<file path="config.mk">
export PLATFORM = sky130hd
export DESIGN_NAME = serdiv_result_buffer_flat
export DESIGN_NICKNAME = d
export VERILOG_FILES = /design/src/rtl/serdiv_result_buffer_pkg.sv /design/src/rtl/serdiv_result_buffer_if.sv /design/src/rtl/serdiv_resbuf_mem.sv /design/src/rtl/serdiv_result_buffer.sv /design/src/flat_wrapper.sv
export SDC_FILE = /design/constraint.sdc
export NUM_CORES = 1
export LEC_CHECK = 0
export BUFFER_PORTS_ARGS = -buffer_cell sky130_fd_sc_hd__clkbuf_2
export CAP_MARGIN = 20
export CORE_AREA = 2 2 57 59
export DETAILED_ROUTE_END_ITERATION = 8
export DIE_AREA = 0 0 59 61
export GPL_TIMING_DRIVEN = 0
export PLACE_DENSITY = 0.83
export SLEW_MARGIN = 20
export SYNTH_ARGS = -nofsm -noshare
export SYNTH_HDL_FRONTEND = slang
export SYNTH_SLANG_ARGS = --single-unit
</file>
<file path="constraint.sdc">
create_clock -name clk_i -period 1.86 [get_ports clk_i]
set_input_delay 0.372 -clock clk_i [delete_from_list [all_inputs] [get_ports clk_i]]
set_output_delay 0.372 -clock clk_i [all_outputs]
set_load 0.02 [all_outputs]
</file>
<file path="src/rtl/serdiv_result_buffer_pkg.sv">
// rtl/serdiv_result_buffer_pkg.sv - shared widths and result record for the divider result buffer
package serdiv_result_buffer_pkg;

    // Transaction id width used across the pipeline.
    localparam int TRANS_ID_BITS = 3;

    // Result width of the serial divider.
    localparam int RES_WIDTH = 8;

    // One completed divide result as it travels to writeback.
    typedef struct packed {
        logic [TRANS_ID_BITS-1:0] id;
        logic [RES_WIDTH-1:0]     res;
        logic                     label;
    } serdiv_res_t;

endpackage

</file>
<file path="src/rtl/serdiv_result_buffer_if.sv">
// rtl/serdiv_result_buffer_if.sv - divider-side and writeback-side signals of the result buffer (SERDIV_RESBUF_LABEL_MASK_EN adds mask_tainted_i)
interface serdiv_result_buffer_if
    import serdiv_result_buffer_pkg::*;
#(
    parameter int WIDTH = RES_WIDTH,
    parameter int DEPTH = 2
);
    logic                       flush_i;
    logic                       div_vld_i;
    logic                       div_rdy_o;
    logic [TRANS_ID_BITS-1:0]   div_id_i;
    logic [WIDTH-1:0]           div_res_i;
    logic                       div_label_i;
    logic                       wb_vld_o;
    logic                       wb_rdy_i;
    logic [TRANS_ID_BITS-1:0]   wb_id_o;
    logic [WIDTH-1:0]           wb_res_o;
    logic                       wb_label_o;
    logic [$clog2(DEPTH):0]     count_o;
    logic                       taint_pend_o;
`ifdef SERDIV_RESBUF_LABEL_MASK_EN
    logic                       mask_tainted_i;
`endif

    modport master (
        output flush_i, div_vld_i, div_id_i, div_res_i, div_label_i, wb_rdy_i,
`ifdef SERDIV_RESBUF_LABEL_MASK_EN
        output mask_tainted_i,
`endif
        input  div_rdy_o, wb_vld_o, wb_id_o, wb_res_o, wb_label_o, count_o, taint_pend_o
    );

    modport slave (
        input  flush_i, div_vld_i, div_id_i, div_res_i, div_label_i, wb_rdy_i,
`ifdef SERDIV_RESBUF_LABEL_MASK_EN
        input  mask_tainted_i,
`endif
        output div_rdy_o, wb_vld_o, wb_id_o, wb_res_o, wb_label_o, count_o, taint_pend_o
    );

endinterface

</file>
<file path="src/rtl/serdiv_resbuf_mem.sv">
// rtl/serdiv_resbuf_mem.sv - DEPTH-entry result storage with one write port and one read address
module serdiv_resbuf_mem #(
    parameter int DW    = 12,
    parameter int DEPTH = 2
) (
    input  logic                     clk_i,
    input  logic                     rst_i,
    input  logic                     we,
    input  logic [$clog2(DEPTH)-1:0] waddr,
    input  logic [DW-1:0]            wdata,
    input  logic [$clog2(DEPTH)-1:0] raddr,
    output logic [DW-1:0]            rdata
);
    logic [DW-1:0] mem [DEPTH];

    // Write the accepted entry; reset clears storage so the head reads zero.
    always_ff @(posedge clk_i or posedge rst_i) begin
        if (rst_i) begin
            for (int i = 0; i < DEPTH; i++) mem[i] <= '0;
        end else if (we) begin
            mem[waddr] <= wdata;
        end
    end

    assign rdata = mem[raddr];

endmodule

</file>
<file path="src/rtl/serdiv_result_buffer.sv">
// rtl/serdiv_result_buffer.sv - in-order FIFO between serial divider and writeback (SERDIV_RESBUF_LABEL_MASK_EN enables output masking of tainted results)
module serdiv_result_buffer
    import serdiv_result_buffer_pkg::*;
#(
    parameter int WIDTH = RES_WIDTH,
    parameter int DEPTH = 2
) (
    input  logic                  clk_i,
    input  logic                  rst_i,
    serdiv_result_buffer_if.slave bus
);
    localparam int PW = $clog2(DEPTH);
    localparam int CW = PW + 1;
    localparam int DW = TRANS_ID_BITS + WIDTH + 1;

    logic [PW-1:0]    rd_ptr, wr_ptr;
    logic [CW-1:0]    count, count_d;
    logic [DEPTH-1:0] lbl_q, lbl_d;
    logic             taint_q, wb_vld_q;
    logic             div_rdy, push, pop;
    logic [DW-1:0]    rdata;

    // Ready depends only on the registered count, never on wb_rdy_i.
    assign div_rdy = (count != CW'(DEPTH));
    assign push    = bus.div_vld_i && div_rdy;
    assign pop     = wb_vld_q && bus.wb_rdy_i;

    // Next count and per-slot label occupancy; flush overrides both push and pop.
    always_comb begin
        count_d = count;
        lbl_d   = lbl_q;
        if (bus.flush_i) begin
            count_d = '0;
            lbl_d   = '0;
        end else begin
            count_d = count + CW'(push) - CW'(pop);
            if (pop)  lbl_d[rd_ptr] = 1'b0;
            if (push) lbl_d[wr_ptr] = bus.div_label_i;
        end
    end

    // Pointer, count, valid and taint registers update together.
    always_ff @(posedge clk_i or posedge rst_i) begin
        if (rst_i) begin
            rd_ptr   <= '0;
            wr_ptr   <= '0;
            count    <= '0;
            lbl_q    <= '0;
            taint_q  <= 1'b0;
            wb_vld_q <= 1'b0;
        end else begin
            count    <= count_d;
            lbl_q    <= lbl_d;
            taint_q  <= |lbl_d;
            wb_vld_q <= (count_d != '0);
            if (bus.flush_i) begin
                rd_ptr <= '0;
                wr_ptr <= '0;
            end else begin
                if (pop)  rd_ptr <= rd_ptr + PW'(1);
                if (push) wr_ptr <= wr_ptr + PW'(1);
            end
        end
    end

    serdiv_resbuf_mem #(
        .DW    (DW),
        .DEPTH (DEPTH)
    ) u_mem (
        .clk_i (clk_i),
        .rst_i (rst_i),
        .we    (push && !bus.flush_i),
        .waddr (wr_ptr),
        .wdata ({bus.div_id_i, bus.div_res_i, bus.div_label_i}),
        .raddr (rd_ptr),
        .rdata (rdata)
    );

    assign bus.div_rdy_o    = div_rdy;
    assign bus.wb_vld_o     = wb_vld_q;
    assign bus.count_o      = count;
    assign bus.taint_pend_o = taint_q;
    assign bus.wb_id_o      = rdata[DW-1 -: TRANS_ID_BITS];
    assign bus.wb_label_o   = rdata[0];
`ifdef SERDIV_RESBUF_LABEL_MASK_EN
    assign bus.wb_res_o     = (bus.mask_tainted_i && rdata[0]) ? '0 : rdata[WIDTH:1];
`else
    assign bus.wb_res_o     = rdata[WIDTH:1];
`endif

endmodule

</file>
<file path="src/flat_wrapper.sv">
// flat-port wrapper written by rule: the top's interface ports become plain ports
module serdiv_result_buffer_flat import serdiv_result_buffer_pkg::*;
#(
    parameter int WIDTH = RES_WIDTH,
    parameter int DEPTH = 2
)
  (clk_i, rst_i, bus_flush_i, bus_div_vld_i, bus_div_id_i, bus_div_res_i, bus_div_label_i, bus_wb_rdy_i, bus_div_rdy_o, bus_wb_vld_o, bus_wb_id_o, bus_wb_res_o, bus_wb_label_o, bus_count_o, bus_taint_pend_o);
  serdiv_result_buffer_if #(.WIDTH(WIDTH), .DEPTH(DEPTH)) bus_i ();
  input  logic clk_i;
  input  logic rst_i;
  input wire logic [$bits(bus_i.flush_i)-1:0] bus_flush_i;
  input wire logic [$bits(bus_i.div_vld_i)-1:0] bus_div_vld_i;
  input wire logic [$bits(bus_i.div_id_i)-1:0] bus_div_id_i;
  input wire logic [$bits(bus_i.div_res_i)-1:0] bus_div_res_i;
  input wire logic [$bits(bus_i.div_label_i)-1:0] bus_div_label_i;
  input wire logic [$bits(bus_i.wb_rdy_i)-1:0] bus_wb_rdy_i;
  output wire logic [$bits(bus_i.div_rdy_o)-1:0] bus_div_rdy_o;
  output wire logic [$bits(bus_i.wb_vld_o)-1:0] bus_wb_vld_o;
  output wire logic [$bits(bus_i.wb_id_o)-1:0] bus_wb_id_o;
  output wire logic [$bits(bus_i.wb_res_o)-1:0] bus_wb_res_o;
  output wire logic [$bits(bus_i.wb_label_o)-1:0] bus_wb_label_o;
  output wire logic [$bits(bus_i.count_o)-1:0] bus_count_o;
  output wire logic [$bits(bus_i.taint_pend_o)-1:0] bus_taint_pend_o;
  assign bus_i.flush_i = bus_flush_i;
  assign bus_i.div_vld_i = bus_div_vld_i;
  assign bus_i.div_id_i = bus_div_id_i;
  assign bus_i.div_res_i = bus_div_res_i;
  assign bus_i.div_label_i = bus_div_label_i;
  assign bus_i.wb_rdy_i = bus_wb_rdy_i;
  assign bus_div_rdy_o = bus_i.div_rdy_o;
  assign bus_wb_vld_o = bus_i.wb_vld_o;
  assign bus_wb_id_o = bus_i.wb_id_o;
  assign bus_wb_res_o = bus_i.wb_res_o;
  assign bus_wb_label_o = bus_i.wb_label_o;
  assign bus_count_o = bus_i.count_o;
  assign bus_taint_pend_o = bus_i.taint_pend_o;
  serdiv_result_buffer #(.WIDTH(WIDTH), .DEPTH(DEPTH)) u_core (.clk_i(clk_i), .rst_i(rst_i), .bus(bus_i));
endmodule
</file>
==> results of run 1 <==
==> layout by cell type, fill, tap and decap left out, drive strengths merged <==
master | Yosys | final
o22ai | 2 | 2
and3 | 1 | 1
nand3b | 1 | 1
nand2b | 2 | 2
dfrtp | 32 | 32
nor2b | 2 | 2
or2 | 1 | 1
o21ai | 2 | 2
nor2 | 4 | 4
nand3 | 2 | 2
nand2 | 2 | 2
o21a | 1 | 1
inv | 6 | 6
xnor2 | 2 | 2
xor2 | 2 | 2
mux2 | 36 | 36
buf | 3 | 4
clkbuf | 1 | 42
mux2i | 1 | 1
ha | 2 | 2
or3 | 1 | 1
==> layer usage <==
metal | track usage [%] | routed length, um | up-vias
li1 | - | - | 451
met1 | 20.8 | 1210 | 472
met2 | 28.1 | 1320 | 24
met3 | 6.40 | 103 | 5
met4 | 7.79 | 52 | 0
met5 | 0 | 0 | -
==> kinds of logic (layout without fill, tap and decap cells) <==
family                   Yosys count  after routing  share of synthesized area (%)
flip-flops                        32             32                           53.3
adder cells (fa/ha/maj)            2              2                           1.67
multiplexers                      37             37                           29.9
AND/OR/NAND/NOR                   16             16                           6.66
XOR/XNOR                           4              4                           2.33
AO/OA/AOI/OAI                      5              5                           2.00
buffers and inverters             10             52                           4.16
==> worst max-delay path by stage <==
stage / endpoint / slack [ns] / cells past startpoint
floorplan: u_core.u_mem.mem[13]$_DFFE_PP0P_ / 0.14 / 6
global placement: bus_wb_label_o / -0.02 / 3
detailed placement: bus_wb_label_o / -0.04 / 3
CTS: bus_wb_label_o / 0.08 / 3
global route: bus_wb_label_o / 0.006 / 3
finish: bus_wb_label_o / 0.09 / 3
==> registers in the layout (all words and copies together) (netlist names) <==
name and flops:
u_core.bus.count_o 2, u_core.bus.taint_pend_o 1, u_core.bus.wb_vld_o 1, u_core.lbl_q 2, u_core.rd_ptr 1, u_core.u_mem.mem 24
u_core.wr_ptr 1
==> synthesized netlist by cell type, types with 2 or more instances <==
cell type	number	area, um^2
nor2_1	4	15.0
xor2_1	2	17.5
ha_1	2	25.0
mux2_2	27	304
nor2b_1	2	12.5
o22ai_1	2	12.5
nand3_1	2	10.0
o21ai_0	2	10.0
xnor2_1	2	17.5
inv_1	6	22.5
dfrtp_1	32	801
mux2_4	9	135
==> what timing repair did <==
item | in CTS | in global routing
gates resized for setup | 4 | 0
setup buffers | 1 | 0
setup endpoints to repair | 9 | 0
==> cell type report <==
type	instances	area [um^2]
sequential	32	802
multi-input combinational	64	639
inverter	6	22.5
fill	245	1170
clock buffer	8	58.8
timing repair buffer	34	173
buffer	4	50.0
tap	33	41.3
==> report_power, final <==
part	switching [mW]	internal, mW
Combinational	0.662	0.716
Clock	0.219	0.186
Sequential	0.172	1.01
==> flow_summary.ini, run 1 <==
[clocking]
cts_buffer_depth = 2
cts_tree = built
cts_root_buf = clkbuf_4
htreeDepth = 2
clk-insertion-delay-late_ns = 0.33
cts_sinks = 32
clk_pin_slew_ns = 0.09
cts_buffers = 5
hold_buffers = 0

[global_routing]
grt_overflow_total = 0
grt_pass1_wl_um = 4440
grt_pass1_vias = 993
grt_max_degree = 33
grt_util_all_layers_pct = 17.4
antenna_found_initial = 0

[timing]
fmax_mhz = 564
maxSlewHeadroom_pct = 57.0
finalHoldViolCount = 0
setup_viol = 0
finalClockSkew_ns = 0.00435
slew_violations = 0
hold-worst-slack_ns = 0.107
worst_pin_slew_ns = 0.644
fin_ws_ns = 0.0872
tns_ns = 0
fin_crit_ns = 1.77
fin_crit_sh_pct = 95.3
rsz0062_at_grt = false

[run]
drv_cap = 0

[floorplanning]
fp.coreArea_um2 = 2950
rows = 20
start_util_pct = 50.9
dieArea_um2 = 3600
die_x_um = 59
die_height_um = 61
io_pins = 34

[synthesis]
yosysWarningCount = 0
syn_inst = 106
synthArstFlopShare_pct = 100
dominantRegCellSynth = dfrtp_1
synth_area_per_cell_um2 = 14.2
ys_seq_area_share_pct = 53.3
synth_cell_types = 26
synth_edf_count = 0
netlist_area_um2 = 1500
ys_ff_latch = 32
syn-num-nets = 125

[detailed_routing]
vias = 952
drc = 0
first_pass_iters = 3
ant_nets = 0
vias_per_cell = 5.26
wire_per_inst_um = 14.8
routed_wirelength_um = 2680
drt_iter0_drc = 27

[worst_setup_path]
crit-reg2reg-launch = u_core.bus.count_o[0]$_DFF_PP0_
max_stage_delay_ns = 0.39
r2r_cells = 5
reg2reg_slack_ns = 0.12
rr_endpoint = u_core.u_mem.mem[11]$_DFFE_PP0P_
critPathLaunchType = flip-flop
cp-end-kind = output port
crit_path_max_fanout = 10
path_buf_inv = 2
path_class = flip-flop to output port
crit_required_ns = 1.49
worstPathArrival_ns = 1.40
slowest_stage = dfrtp_2
cp_top_family = flip-flops
timing.critical_path.from = u_core.rd_ptr$_DFFE_PP0P_
path_cells = clkbuf_8, mux2_2, clkbuf_2

[placement]
gp_congestion = 0.684
portBuffers = 33
place_inst = 172
dp_slack_ns = -0.0358
post_dp_cell_area_um2 = 1710

[finish]
fin_cells = 181
n_antenna_cell = 0
syn_to_final_growth_pct = 18.9
post-route-util_pct = 60.5
drive_gt1_share_pct = 58.1
fin_area_um2 = 1790
nets = 166

[power]
p_per_area_nw_per_um2 = 1660
peakVddDrop_uv = 604
finalPower_mw = 2.97
leakagePower_nw = 0.903

[worst_hold_path]
worstHoldPathType = input port to async pin

[run_status]
status = finished, final reports clean
No activity file was read; power rests on OpenSTA's default activity.
==> run 2: changes to the inputs <==
--- a/config.mk
+++ b/config.mk
@@ -5,7 +5,7 @@
 export SDC_FILE = /design/constraint.sdc
 export NUM_CORES = 1
 export LEC_CHECK = 0
-export BUFFER_PORTS_ARGS = -buffer_cell sky130_fd_sc_hd__clkbuf_2
+export BUFFER_PORTS_ARGS = -buffer_cell sky130_fd_sc_hd__buf_4
 export CAP_MARGIN = 20
 export CORE_AREA = 2 2 57 59
 export DETAILED_ROUTE_END_ITERATION = 8
==> run 2 against run 1 <==
  * Global-route usage up 1.8 points
  * Highest routed layer unchanged
  * First-iteration DRC count down 26%
  * Clock-buffer cell count down 2
  * Register-to-register slack about the same
  * Via count down 0.53%
==> flow_summary.ini, run 2 (same netlist as run 1, synthesis figures left out) <==
[run_status]
status = finished, final reports clean

[power]
p_per_area_nw_per_um2 = 1660
peakVddDrop_uv = 575
leakagePower_nw = 0.921

[global_routing]
grt_max_degree = 33
grt-busiest-layer = met2
grt_overflow_total = 0
antenna_found_initial = 0
grt_use_met1_pct = 22.4
grt_pass1_wl_um = 4820
use_met2_pct = 30.2
grt_pass1_vias = 1066
grtUsageMet3_pct = 5.12
grt_util_all_layers_pct = 19.1

[clocking]
cts_buffer_depth = 2
clk-insertion-delay-late_ns = 0.34
clk_pin_slew_ns = 0.10
htreeDepth = 2
hold_buffers = 0
cts_buffers = 5
cts_root_buf = clkbuf_4
cts_sinks = 32
cts_tree = built

[timing]
setup_viol = 0
worst_pin_slew_ns = 0.654
fin_crit_sh_pct = 96.0
fin_crit_ns = 1.78
hold-worst-slack_ns = 0.115
slew_violations = 0
finalHoldViolCount = 0
fmax_mhz = 560
finalClockSkew_ns = 0.0107
rsz0062_at_grt = false
maxSlewHeadroom_pct = 56.3

[detailed_routing]
drc = 0
vias_per_cell = 5.26
first_pass_iters = 4
ant_nets = 0
routed_wirelength_um = 2860
wire_per_inst_um = 15.9
drt_iter0_drc = 20
vias = 947

[floorplanning]
start_util_pct = 50.9
die_height_um = 61
fp.coreArea_um2 = 2950
io_pins = 34
dieArea_um2 = 3600
rows = 20
die_x_um = 59

[worst_setup_path]
critPathLaunchType = flip-flop
crit_path_max_fanout = 10
cp_top_family = flip-flops
worstPathArrival_ns = 1.41
endpoint = bus_wb_res_o[4]
cp-end-kind = output port
rr_endpoint = u_core.u_mem.mem[11]$_DFFE_PP0P_
max_stage_delay_ns = 0.38
path_cells = clkbuf_8, mux2_2, buf_4
crit_cells = 3
crit-reg2reg-launch = u_core.bus.count_o[0]$_DFF_PP0_
reg2reg_slack_ns = 0.12
r2r_cells = 5
timing.critical_path.from = u_core.rd_ptr$_DFFE_PP0P_
path_buf_inv = 2
slowest_stage = dfrtp_2
path_class = flip-flop to output port
crit_required_ns = 1.49

[finish]
fin_area_um2 = 1860
mostFrequentLayoutCell = buf_4
regArea_um2 = 802
post-route-util_pct = 62.9
drive_gt1_share_pct = 58.5
largest_register = u_core.u_mem.mem
fin_cells = 180
most-common-layout-cells = buf_4, dfrtp_1, mux2_2
syn_to_final_growth_pct = 23.6
nets = 166
n_antenna_cell = 0
fill_cells = 238
largest_reg_flops = 24
multi_input_area_um2 = 639

[run]
drv_cap = 0

[placement]
gp_congestion = 0.717
place_inst = 172
post_dp_cell_area_um2 = 1790
portBuffers = 33
hpwl_um = 2090

[worst_hold_path]
worstHoldPathType = input port to async pin
## run 2: cell types whose count changed in the layout (fill, tap and decap cells not counted)
cell,delta
clkbuf_1,-1
buf_4,+33
clkinv_2,+1
clkbuf_8,-1
clkbuf_2,-33
## run 2: layout make-up
type                    count  share of cell area, %
repair buffers             34                   13.7
inverters                   6                   1.21
clock inverters             1                  0.270
plain buffers               4                   2.70
clock buffers               6                   2.22
multi-input cells          64                   34.4
well taps                  33                   2.22
flip-flops and latches     32                   43.2
## run 2: worst min-delay path by stage
stage,end,from
detailed placement,u_core.u_mem.mem[8]$_DFFE_PP0P_,u_core.u_mem.mem[8]$_DFFE_PP0P_
global placement,u_core.u_mem.mem[2]$_DFFE_PP0P_,u_core.u_mem.mem[2]$_DFFE_PP0P_
CTS,u_core.u_mem.mem[15]$_DFFE_PP0P_,rst_i
global route,u_core.u_mem.mem[11]$_DFFE_PP0P_,rst_i
floorplan,u_core.wr_ptr$_DFFE_PP0P_,bus_flush_i
finish,u_core.rd_ptr$_DFFE_PP0P_,rst_i
## run 2: power by group
group	switching, mW	internal, mW	leakage [nW]
combinational	0.678	0.849	0.504
sequential	0.180	1.01	0.389
clock	0.227	0.139	0.0281
total	1.08	2.00	0.921
## run 2: worst register-to-register path, cell delays in order (launching register included)
cell	delay, ns
dfrtp_1	0.40
nand2b_4	0.17
and3_2	0.22
nand2b_1	0.18
buf_2	0.30
mux2_2	0.37
## run 2: repair_timing
action | CTS | global route
setup endpoints to repair | 9 | 0
resized for setup | 4 | 0
setup buffers | 1 | 0
## run 2: per-layer routing
| metal | routed length, um | part of all wire, % | vias up |
|---|---|---|---|
| li1 | - | - | 445 |
| met1 | 1220 | 42 | 468 |
| met2 | 1440 | 50 | 27 |
| met3 | 118 | 4.1 | 7 |
| met4 | 89 | 3.1 | 0 |
| met5 | 0 | 0 | - |
## run 2: per-stage QoR
step	power (mW)	setup TNS [ns]	worst slack, ns
global placement	2.63	-0.294	-0.0430
detailed placement	2.72	-0.150	-0.0266
floorplan	2.20	0	0.139
global route	3.27	0	0.0225
finish	3.08	0	0.0751
CTS	3.11	0	0.0676
